$ cat config.mk
export PLATFORM = sky130hd
export DESIGN_NAME = id_operand_stage_flat
export DESIGN_NICKNAME = d
export VERILOG_FILES = /design/src/rtl/id_operand_stage_if.sv /design/src/rtl/id_operand_stage.sv /design/src/flat_wrapper.sv
export SDC_FILE = /design/constraint.sdc
export NUM_CORES = 1
export LEC_CHECK = 0
export ABC_AREA = 1
export CAP_MARGIN = 15
export CORE_MARGIN = 2
export CORE_UTILIZATION = 36
export DETAILED_ROUTE_END_ITERATION = 7
export PLACE_DENSITY = 0.79
export SYNTH_ARGS = -nofsm -noshare
export SYNTH_HDL_FRONTEND = slang
export SYNTH_SLANG_ARGS = --single-unit
$ cat constraint.sdc
create_clock -name clk -period 2.65 [get_ports clk]
set_input_delay 0.53 -clock clk [delete_from_list [all_inputs] [get_ports clk]]
set_output_delay 0.53 -clock clk [all_outputs]
set_load 0.01 [all_outputs]
$ cat src/rtl/id_operand_stage_if.sv
// id_operand_stage_if
//   Bundles the decode-stage inputs, the EX/MEM forwarding sources, the
//   hold/flush controls and the ID/EX outputs of id_operand_stage.
//   slave  : the operand stage itself (consumes dec_*/rf_*/ex_*/mem_*,
//            drives stall/branch/ex_*_o/stall_count_o).
//   master : whatever drives the stage (decoder, pipeline control, bench).
interface id_operand_stage_if #(
  parameter int DATA_W  = 16,
  parameter int RADDR_W = 4,
  parameter int ADDR_W  = 16,
  parameter int OP_W    = 8,
  parameter int SEL_W   = 3
);
  // decode stage
  logic               dec_valid;
  logic               dec_re0;
  logic               dec_re1;
  logic [RADDR_W-1:0] dec_addr0;
  logic [RADDR_W-1:0] dec_addr1;
  logic [DATA_W-1:0]  dec_imm0;
  logic [DATA_W-1:0]  dec_imm1;
  logic               dec_we;
  logic [RADDR_W-1:0] dec_waddr;
  logic               dec_is_load;
  logic [OP_W-1:0]    dec_aluop;
  logic [SEL_W-1:0]   dec_alusel;
  logic [1:0]         dec_br_mode;
  logic [ADDR_W-1:0]  dec_br_target;
  // register file
  logic [DATA_W-1:0]  rf_data0;
  logic [DATA_W-1:0]  rf_data1;
  // forwarding sources
  logic               ex_we;
  logic               ex_is_load;
  logic [RADDR_W-1:0] ex_waddr;
  logic [DATA_W-1:0]  ex_wdata;
  logic               mem_we;
  logic [RADDR_W-1:0] mem_waddr;
  logic [DATA_W-1:0]  mem_wdata;
  // pipeline control
  logic               hold_i;
  logic               flush_i;
  // outputs
  logic               stall_req_o;
  logic               branch_flag_o;
  logic [ADDR_W-1:0]  branch_addr_o;
  logic [DATA_W-1:0]  ex_op0_o;
  logic [DATA_W-1:0]  ex_op1_o;
  logic               ex_we_o;
  logic [RADDR_W-1:0] ex_waddr_o;
  logic               ex_is_load_o;
  logic [OP_W-1:0]    ex_aluop_o;
  logic [SEL_W-1:0]   ex_alusel_o;
  logic [15:0]        stall_count_o;

  modport slave (
    input  dec_valid, dec_re0, dec_re1, dec_addr0, dec_addr1, dec_imm0, dec_imm1,
           dec_we, dec_waddr, dec_is_load, dec_aluop, dec_alusel, dec_br_mode,
           dec_br_target, rf_data0, rf_data1, ex_we, ex_is_load, ex_waddr,
           ex_wdata, mem_we, mem_waddr, mem_wdata, hold_i, flush_i,
    output stall_req_o, branch_flag_o, branch_addr_o, ex_op0_o, ex_op1_o,
           ex_we_o, ex_waddr_o, ex_is_load_o, ex_aluop_o, ex_alusel_o,
           stall_count_o
  );

  modport master (
    output dec_valid, dec_re0, dec_re1, dec_addr0, dec_addr1, dec_imm0, dec_imm1,
           dec_we, dec_waddr, dec_is_load, dec_aluop, dec_alusel, dec_br_mode,
           dec_br_target, rf_data0, rf_data1, ex_we, ex_is_load, ex_waddr,
           ex_wdata, mem_we, mem_waddr, mem_wdata, hold_i, flush_i,
    input  stall_req_o, branch_flag_o, branch_addr_o, ex_op0_o, ex_op1_o,
           ex_we_o, ex_waddr_o, ex_is_load_o, ex_aluop_o, ex_alusel_o,
           stall_count_o
  );
endinterface

$ cat src/rtl/id_operand_stage.sv
// id_operand_stage
//   Decode-stage operand resolution and ID/EX pipeline register.
//   - Resolves both operands from immediate / EX forward / MEM forward / RF.
//   - Detects load-use hazards against the EX stage and stalls IF/ID for
//     LOAD_LAT cycles, feeding bubbles into EX meanwhile.
//   - Resolves register branches combinationally on forwarded op0.
//   - Counts load-use stall cycles (saturating, cleared only by reset).
// Ports:
//   clk, rst : clock, synchronous active-high reset
//   bus      : id_operand_stage_if.slave (decode fields, RF data,
//              forwarding sources, hold/flush, ID/EX outputs)
module id_operand_stage #(
  parameter int DATA_W   = 16,
  parameter int RADDR_W  = 4,
  parameter int ADDR_W   = 16,
  parameter int OP_W     = 8,
  parameter int SEL_W    = 3,
  parameter int LOAD_LAT = 1
) (
  input  logic                  clk,
  input  logic                  rst,
  id_operand_stage_if.slave     bus
);

  typedef enum logic {RUN, LSTALL} state_t;

  state_t             r_state;
  state_t             w_state_next;
  logic [2:0]         r_cnt;
  logic [2:0]         w_cnt_next;

  logic [DATA_W-1:0]  w_op0;
  logic [DATA_W-1:0]  w_op1;
  logic               w_hazard;
  logic               w_stall_req;
  logic               w_br_cond;
  logic               w_br_taken;

  logic [DATA_W-1:0]  r_op0;
  logic [DATA_W-1:0]  r_op1;
  logic               r_we;
  logic [RADDR_W-1:0] r_waddr;
  logic               r_is_load;
  logic [OP_W-1:0]    r_aluop;
  logic [SEL_W-1:0]   r_alusel;
  logic [15:0]        r_stall_count;

  // EX forwarding skips loads: their data is not ready until MEM, which is
  // exactly the case the load-use stall covers.
  function automatic logic [DATA_W-1:0] resolve_operand(
    input logic               re,
    input logic [RADDR_W-1:0] addr,
    input logic [DATA_W-1:0]  imm,
    input logic [DATA_W-1:0]  rf_data
  );
    if (!re)
      return imm;
    else if (bus.ex_we && !bus.ex_is_load && (bus.ex_waddr == addr))
      return bus.ex_wdata;
    else if (bus.mem_we && (bus.mem_waddr == addr))
      return bus.mem_wdata;
    else
      return rf_data;
  endfunction

  always_comb begin
    w_op0 = resolve_operand(bus.dec_re0, bus.dec_addr0, bus.dec_imm0, bus.rf_data0);
    w_op1 = resolve_operand(bus.dec_re1, bus.dec_addr1, bus.dec_imm1, bus.rf_data1);
  end

  assign w_hazard = bus.dec_valid && bus.ex_we && bus.ex_is_load &&
                    ((bus.dec_re0 && (bus.dec_addr0 == bus.ex_waddr)) ||
                     (bus.dec_re1 && (bus.dec_addr1 == bus.ex_waddr)));

  // RUN contributes the first stall cycle; LSTALL the remaining LOAD_LAT-1.
  assign w_stall_req = ((r_state == RUN) && w_hazard) ||
                       ((r_state == LSTALL) && (r_cnt != 3'd0));

  // FSM state register
  always_ff @(posedge clk) begin
    if (rst) begin
      r_state <= RUN;
      r_cnt   <= 3'd0;
    end else begin
      r_state <= w_state_next;
      r_cnt   <= w_cnt_next;
    end
  end

  // FSM next state
  always_comb begin
    w_state_next = r_state;
    w_cnt_next   = r_cnt;
    if (bus.flush_i) begin
      w_state_next = RUN;
      w_cnt_next   = 3'd0;
    end else if (!bus.hold_i) begin
      case (r_state)
        RUN: begin
          if (w_hazard) begin
            w_state_next = LSTALL;
            w_cnt_next   = 3'(LOAD_LAT - 1);
          end
        end
        LSTALL: begin
          if (r_cnt == 3'd0)
            w_state_next = RUN;
          else
            w_cnt_next = r_cnt - 3'd1;
        end
        default: begin
          w_state_next = RUN;
          w_cnt_next   = 3'd0;
        end
      endcase
    end
  end

  // ID/EX pipeline register: rst > flush > hold > stall > normal
  always_ff @(posedge clk) begin
    if (rst || bus.flush_i) begin
      r_op0     <= '0;
      r_op1     <= '0;
      r_we      <= 1'b0;
      r_waddr   <= '0;
      r_is_load <= 1'b0;
      r_aluop   <= '0;
      r_alusel  <= '0;
    end else if (!bus.hold_i) begin
      if (w_stall_req || !bus.dec_valid) begin
        r_op0     <= '0;
        r_op1     <= '0;
        r_we      <= 1'b0;
        r_waddr   <= '0;
        r_is_load <= 1'b0;
        r_aluop   <= '0;
        r_alusel  <= '0;
      end else begin
        r_op0     <= w_op0;
        r_op1     <= w_op1;
        r_we      <= bus.dec_we;
        r_waddr   <= bus.dec_waddr;
        r_is_load <= bus.dec_is_load;
        r_aluop   <= bus.dec_aluop;
        r_alusel  <= bus.dec_alusel;
      end
    end
  end

  // Stall-cycle counter; flush deliberately leaves it alone.
  always_ff @(posedge clk) begin
    if (rst)
      r_stall_count <= 16'd0;
    else if (!bus.hold_i && w_stall_req && (r_stall_count != 16'hFFFF))
      r_stall_count <= r_stall_count + 16'd1;
  end

  // Branch resolution on forwarded op0; suppressed while stalled so a
  // branch on a just-loaded register waits for valid data.
  always_comb begin
    w_br_cond = 1'b0;
    case (bus.dec_br_mode)
      2'b01:   w_br_cond = 1'b1;
      2'b10:   w_br_cond = (w_op0 == '0);
      2'b11:   w_br_cond = (w_op0 != '0);
      default: w_br_cond = 1'b0;
    endcase
  end

  assign w_br_taken = bus.dec_valid && !w_stall_req && !bus.hold_i &&
                      !bus.flush_i && w_br_cond;

  assign bus.stall_req_o   = w_stall_req;
  assign bus.branch_flag_o = w_br_taken;
  assign bus.branch_addr_o = w_br_taken ? bus.dec_br_target : '0;
  assign bus.ex_op0_o      = r_op0;
  assign bus.ex_op1_o      = r_op1;
  assign bus.ex_we_o       = r_we;
  assign bus.ex_waddr_o    = r_waddr;
  assign bus.ex_is_load_o  = r_is_load;
  assign bus.ex_aluop_o    = r_aluop;
  assign bus.ex_alusel_o   = r_alusel;
  assign bus.stall_count_o = r_stall_count;

endmodule

$ cat src/flat_wrapper.sv
// flat-port wrapper written by rule: the top's interface ports become plain ports
module id_operand_stage_flat 
#(
  parameter int DATA_W   = 16,
  parameter int RADDR_W  = 4,
  parameter int ADDR_W   = 16,
  parameter int OP_W     = 8,
  parameter int SEL_W    = 3,
  parameter int LOAD_LAT = 1
)
  (clk, rst, bus_dec_valid, bus_dec_re0, bus_dec_re1, bus_dec_addr0, bus_dec_addr1, bus_dec_imm0, bus_dec_imm1, bus_dec_we, bus_dec_waddr, bus_dec_is_load, bus_dec_aluop, bus_dec_alusel, bus_dec_br_mode, bus_dec_br_target, bus_rf_data0, bus_rf_data1, bus_ex_we, bus_ex_is_load, bus_ex_waddr, bus_ex_wdata, bus_mem_we, bus_mem_waddr, bus_mem_wdata, bus_hold_i, bus_flush_i, bus_stall_req_o, bus_branch_flag_o, bus_branch_addr_o, bus_ex_op0_o, bus_ex_op1_o, bus_ex_we_o, bus_ex_waddr_o, bus_ex_is_load_o, bus_ex_aluop_o, bus_ex_alusel_o, bus_stall_count_o);
  id_operand_stage_if #(.DATA_W(DATA_W), .RADDR_W(RADDR_W), .ADDR_W(ADDR_W), .OP_W(OP_W), .SEL_W(SEL_W)) bus_i ();
  input  logic clk;
  input  logic rst;
  input wire logic [$bits(bus_i.dec_valid)-1:0] bus_dec_valid;
  input wire logic [$bits(bus_i.dec_re0)-1:0] bus_dec_re0;
  input wire logic [$bits(bus_i.dec_re1)-1:0] bus_dec_re1;
  input wire logic [$bits(bus_i.dec_addr0)-1:0] bus_dec_addr0;
  input wire logic [$bits(bus_i.dec_addr1)-1:0] bus_dec_addr1;
  input wire logic [$bits(bus_i.dec_imm0)-1:0] bus_dec_imm0;
  input wire logic [$bits(bus_i.dec_imm1)-1:0] bus_dec_imm1;
  input wire logic [$bits(bus_i.dec_we)-1:0] bus_dec_we;
  input wire logic [$bits(bus_i.dec_waddr)-1:0] bus_dec_waddr;
  input wire logic [$bits(bus_i.dec_is_load)-1:0] bus_dec_is_load;
  input wire logic [$bits(bus_i.dec_aluop)-1:0] bus_dec_aluop;
  input wire logic [$bits(bus_i.dec_alusel)-1:0] bus_dec_alusel;
  input wire logic [$bits(bus_i.dec_br_mode)-1:0] bus_dec_br_mode;
  input wire logic [$bits(bus_i.dec_br_target)-1:0] bus_dec_br_target;
  input wire logic [$bits(bus_i.rf_data0)-1:0] bus_rf_data0;
  input wire logic [$bits(bus_i.rf_data1)-1:0] bus_rf_data1;
  input wire logic [$bits(bus_i.ex_we)-1:0] bus_ex_we;
  input wire logic [$bits(bus_i.ex_is_load)-1:0] bus_ex_is_load;
  input wire logic [$bits(bus_i.ex_waddr)-1:0] bus_ex_waddr;
  input wire logic [$bits(bus_i.ex_wdata)-1:0] bus_ex_wdata;
  input wire logic [$bits(bus_i.mem_we)-1:0] bus_mem_we;
  input wire logic [$bits(bus_i.mem_waddr)-1:0] bus_mem_waddr;
  input wire logic [$bits(bus_i.mem_wdata)-1:0] bus_mem_wdata;
  input wire logic [$bits(bus_i.hold_i)-1:0] bus_hold_i;
  input wire logic [$bits(bus_i.flush_i)-1:0] bus_flush_i;
  output wire logic [$bits(bus_i.stall_req_o)-1:0] bus_stall_req_o;
  output wire logic [$bits(bus_i.branch_flag_o)-1:0] bus_branch_flag_o;
  output wire logic [$bits(bus_i.branch_addr_o)-1:0] bus_branch_addr_o;
  output wire logic [$bits(bus_i.ex_op0_o)-1:0] bus_ex_op0_o;
  output wire logic [$bits(bus_i.ex_op1_o)-1:0] bus_ex_op1_o;
  output wire logic [$bits(bus_i.ex_we_o)-1:0] bus_ex_we_o;
  output wire logic [$bits(bus_i.ex_waddr_o)-1:0] bus_ex_waddr_o;
  output wire logic [$bits(bus_i.ex_is_load_o)-1:0] bus_ex_is_load_o;
  output wire logic [$bits(bus_i.ex_aluop_o)-1:0] bus_ex_aluop_o;
  output wire logic [$bits(bus_i.ex_alusel_o)-1:0] bus_ex_alusel_o;
  output wire logic [$bits(bus_i.stall_count_o)-1:0] bus_stall_count_o;
  assign bus_i.dec_valid = bus_dec_valid;
  assign bus_i.dec_re0 = bus_dec_re0;
  assign bus_i.dec_re1 = bus_dec_re1;
  assign bus_i.dec_addr0 = bus_dec_addr0;
  assign bus_i.dec_addr1 = bus_dec_addr1;
  assign bus_i.dec_imm0 = bus_dec_imm0;
  assign bus_i.dec_imm1 = bus_dec_imm1;
  assign bus_i.dec_we = bus_dec_we;
  assign bus_i.dec_waddr = bus_dec_waddr;
  assign bus_i.dec_is_load = bus_dec_is_load;
  assign bus_i.dec_aluop = bus_dec_aluop;
  assign bus_i.dec_alusel = bus_dec_alusel;
  assign bus_i.dec_br_mode = bus_dec_br_mode;
  assign bus_i.dec_br_target = bus_dec_br_target;
  assign bus_i.rf_data0 = bus_rf_data0;
  assign bus_i.rf_data1 = bus_rf_data1;
  assign bus_i.ex_we = bus_ex_we;
  assign bus_i.ex_is_load = bus_ex_is_load;
  assign bus_i.ex_waddr = bus_ex_waddr;
  assign bus_i.ex_wdata = bus_ex_wdata;
  assign bus_i.mem_we = bus_mem_we;
  assign bus_i.mem_waddr = bus_mem_waddr;
  assign bus_i.mem_wdata = bus_mem_wdata;
  assign bus_i.hold_i = bus_hold_i;
  assign bus_i.flush_i = bus_flush_i;
  assign bus_stall_req_o = bus_i.stall_req_o;
  assign bus_branch_flag_o = bus_i.branch_flag_o;
  assign bus_branch_addr_o = bus_i.branch_addr_o;
  assign bus_ex_op0_o = bus_i.ex_op0_o;
  assign bus_ex_op1_o = bus_i.ex_op1_o;
  assign bus_ex_we_o = bus_i.ex_we_o;
  assign bus_ex_waddr_o = bus_i.ex_waddr_o;
  assign bus_ex_is_load_o = bus_i.ex_is_load_o;
  assign bus_ex_aluop_o = bus_i.ex_aluop_o;
  assign bus_ex_alusel_o = bus_i.ex_alusel_o;
  assign bus_stall_count_o = bus_i.stall_count_o;
  id_operand_stage #(.DATA_W(DATA_W), .RADDR_W(RADDR_W), .ADDR_W(ADDR_W), .OP_W(OP_W), .SEL_W(SEL_W), .LOAD_LAT(LOAD_LAT)) u_core (.clk(clk), .rst(rst), .bus(bus_i));
endmodule
==> out/qor.yml <==
clkTransAtPathRegs_ns: 0.05
worst_ep_arrival_time_ns: 2.70
overflow: 0
synth_area_um2: 4380
use_met3: 0.0524
grt_antenna_before_repair: 0
synth-edff-count: 0
grt_pass1_vias: 5836
place_ws_ns: -1.40
violations: "negative setup slack"
area_growth_pct: 89.9
synth.most_common_cell: "nand2_1"
dpl.hpwl_mm: 13.9
yosysSeqAreaShare: 0.315
grt_usage: 0.288
fp.dieW_um: 114
final_nets: 1214
cts_max_level: 3
period_minus_slack_ns: 3.23
tightest_slew_ns: 0.518
io_buffers: 239
worstSetupPathType: "input pin to primary output"
p_clk_frac: 0.387
synth_fp_nets: 881
wl_mm: 19.0
holdBufCountCts: 0
setup_viol: 17
critPathCaptureType: "primary output"
wl_per_cell_um: 15.8
layout-drive-gt1-share: 0.233
ir_drop_v: 0.000376
timing.fmax_ghz: 0.310
setup_slack_ns: -0.575
dr.pass1.iters: 6
synth-compound-area-share: 0.136
avgSynthCellArea_um2: 6.08
synth_top_area_share: 0.315
io_pins: 240
clockBufferDepth: 2
hp-class: "flop to flop"
finClkSkew_ns: 0.00862
num_vias: 6057
swShare: 0.274
postRouteAntennaNets: 0
via_per_inst: 5.02
start_util: 0.366
final.fill_count: 981
slew_viol_final: 0
ys.warnings.count: 0
p_switching_mw: 0.848
p_seq_frac: 0.343
path_max_fanout: 7
ys_types: 32
power.leakage_nw: 3.59
core_um2: 12000
n_antenna_cell: 0
cts_sinks: 69
p_per_area_nw_per_um2: 372
crit_required_ns: 2.12
cap_viol_max_count: 0
clk_latency_ns: 0.33
use_met2: 0.472
synth_fa_ha_area_frac: 0.00857
cts_buffers: 9
relSlewSlack: 0.654
grt_util_met1: 0.374
drtIter0Drc: 447
combPwrFrac: 0.270
layoutNonFillerInstCount: 1206
fin_setup_tns_ns: -9.06
place_inst: 1158
muxShareOfSynthArea: 0
hold_violations: 0
synthCells: 721
drc_errors: 0
synth_ff_type: "dfxtp_1"
period_share: 1.22
p_int_mw: 2.25
synthTopCellsByArea: "dfxtp_1 (32%), nand2_1 (23%), a21oi_1 (7.5%)"
synth_top_family_by_area: "simple AND/OR/NAND/NOR gates"
synth_xor_area_frac: 0.0220
dieHeight_um: 114
clock-root-buffer: "clkbuf_16"
p_total_mw: 3.10
synthArstFlopShare: 0
ys_ff_latch: 69
cp-start-kind: "input pin"
num_rows: 40
dieArea_um2: 13100
place.gp.congestion: 0.987
cts_tree: "yes"
synth-simple-area-share: 0.427
synth_commonest_cells: "nand2_1 (268), dfxtp_1 (69), nor2_1 (69)"
rsz0062_at_grt: "yes"
grt_busiest_layer: "met2"
synth_top_cell_by_area: "dfxtp_1"
grt_max_degree: 51
status: "complete, but fails checks"
grt_first_pass_wirelength_mm: 29.6
-- repair_timing --
item,CTS,global route
pin swaps,35,53
resized for setup,155,69
gates cloned,6,3
setup endpoints to repair,18,35
buffers inserted,32,4
-- logic make-up (layout without fill, tap and decap cells) --
family                     count (synthesis)  after routing
and+or+nand+nor                          437            439
AOI/OAI and AO/OA                        105            105
buffers and inverters                     96            432
DFF                                       69             69
xor gates and xnor gates                  11             11
adders and majority gates                  3              3
-- per-layer routing --
metal	part of all wire	up-vias
li1	-	2999
met1	0.42	2701
met2	0.46	305
met3	0.079	52
met4	0.039	0
met5	0	-
-- metrics by stage --
| step | hold WS [ns] | instance area [um^2] | util |
|---|---|---|---|
| final | 0.457 | 8320 | 0.696 |
| after global placement | 0.444 | 7460 | 0.624 |
| after floorplan | 0.433 | 4380 | - |
| after global routing | 0.480 | 8320 | 0.696 |
| after detailed placement | 0.449 | 7460 | 0.624 |
| after CTS | 0.458 | 8180 | 0.684 |
-- final cells by class --
cell class	count	area, um^2	area share
flip-flops and latches	69	1380	0.166
well taps	147	184	0.0221
repair buffers	355	3360	0.404
multi-input cells	558	2840	0.341
clock buffers	9	225	0.0271
clock inverters	7	72.6	0.00872
repair inverters	2	17.5	0.00210
inverters	59	239	0.0287
-- power groups by stage --
stage | logic [mW] | registers, mW | clock network, mW
2_1_floorplan | 0.254 | 1.09 | 0
3_3_place_gp | 0.706 | 1.08 | 0
3_5_place_dp | 0.709 | 1.08 | 0
4_1_cts | 0.798 | 1.06 | 1.22
5_1_grt | 0.900 | 1.06 | 1.27
6_report | 0.837 | 1.06 | 1.20
-- worst max-delay path: stages --
cell and delay, ns:
buf_8 0.10, buf_6 0.12, nand2_4 0.06, nand2_4 0.05, nor2_4 0.10, buf_12 0.15
nand3_4 0.13, buf_4 0.17, o21ai_0 0.16, a21oi_1 0.08, o21ai_1 0.21, nor2_1 0.09
nand4_1 0.14, nand3_4 0.16, buf_8 0.19, nor2_2 0.09, buf_2 0.13
-- cell usage in the layout, fill, tap and decap left out, drive strengths merged --
master	count
nor3b	1
dlygate4sd2	2
clkinv	7
a211oi	1
a2bb2oi	2
clkbuf	14
bufinv	1
ha	3
o22ai	2
nand4	20
buf	141
o211ai	16
a21oi	66
xor2	10
o21ai	14
nand3	50
nor3	8
inv	58
dfxtp	69
nor4	2
o21a	2
xnor2	1
or2	1
nand2	272
clkdlybuf4s15	2
nor2	85
dlymetal6s2s	1
clkinvlp	2
clkdlybuf4s50	204
a21boi	2
-- flip-flops by register name, summed over array words and instances, names as in the netlist, 3 cells and up --
| register | count |
|---|---|
| u_core.bus.ex_waddr_o | 4 |
| u_core.r_cnt | 3 |
| u_core.bus.ex_op1_o | 16 |
| u_core.bus.stall_count_o | 16 |
| u_core.bus.ex_alusel_o | 3 |
| u_core.bus.ex_aluop_o | 8 |
| u_core.bus.ex_op0_o | 16 |
-- final timing paths --
check	from	end	slack (ns)	cells past startpoint
worst max-delay path	bus_dec_addr0[0]	bus_branch_addr_o[12]	-0.58	17
worst min-delay path	u_core.r_cnt[1]	u_core.r_cnt[1]	0.46	2
worst max register to register	u_core.r_cnt[0]	u_core.bus.stall_count_o[14]	0.66	13
worst min register to register	u_core.r_cnt[1]	u_core.r_cnt[1]	0.46	2
No activity file was read; power rests on OpenSTA's default activity.
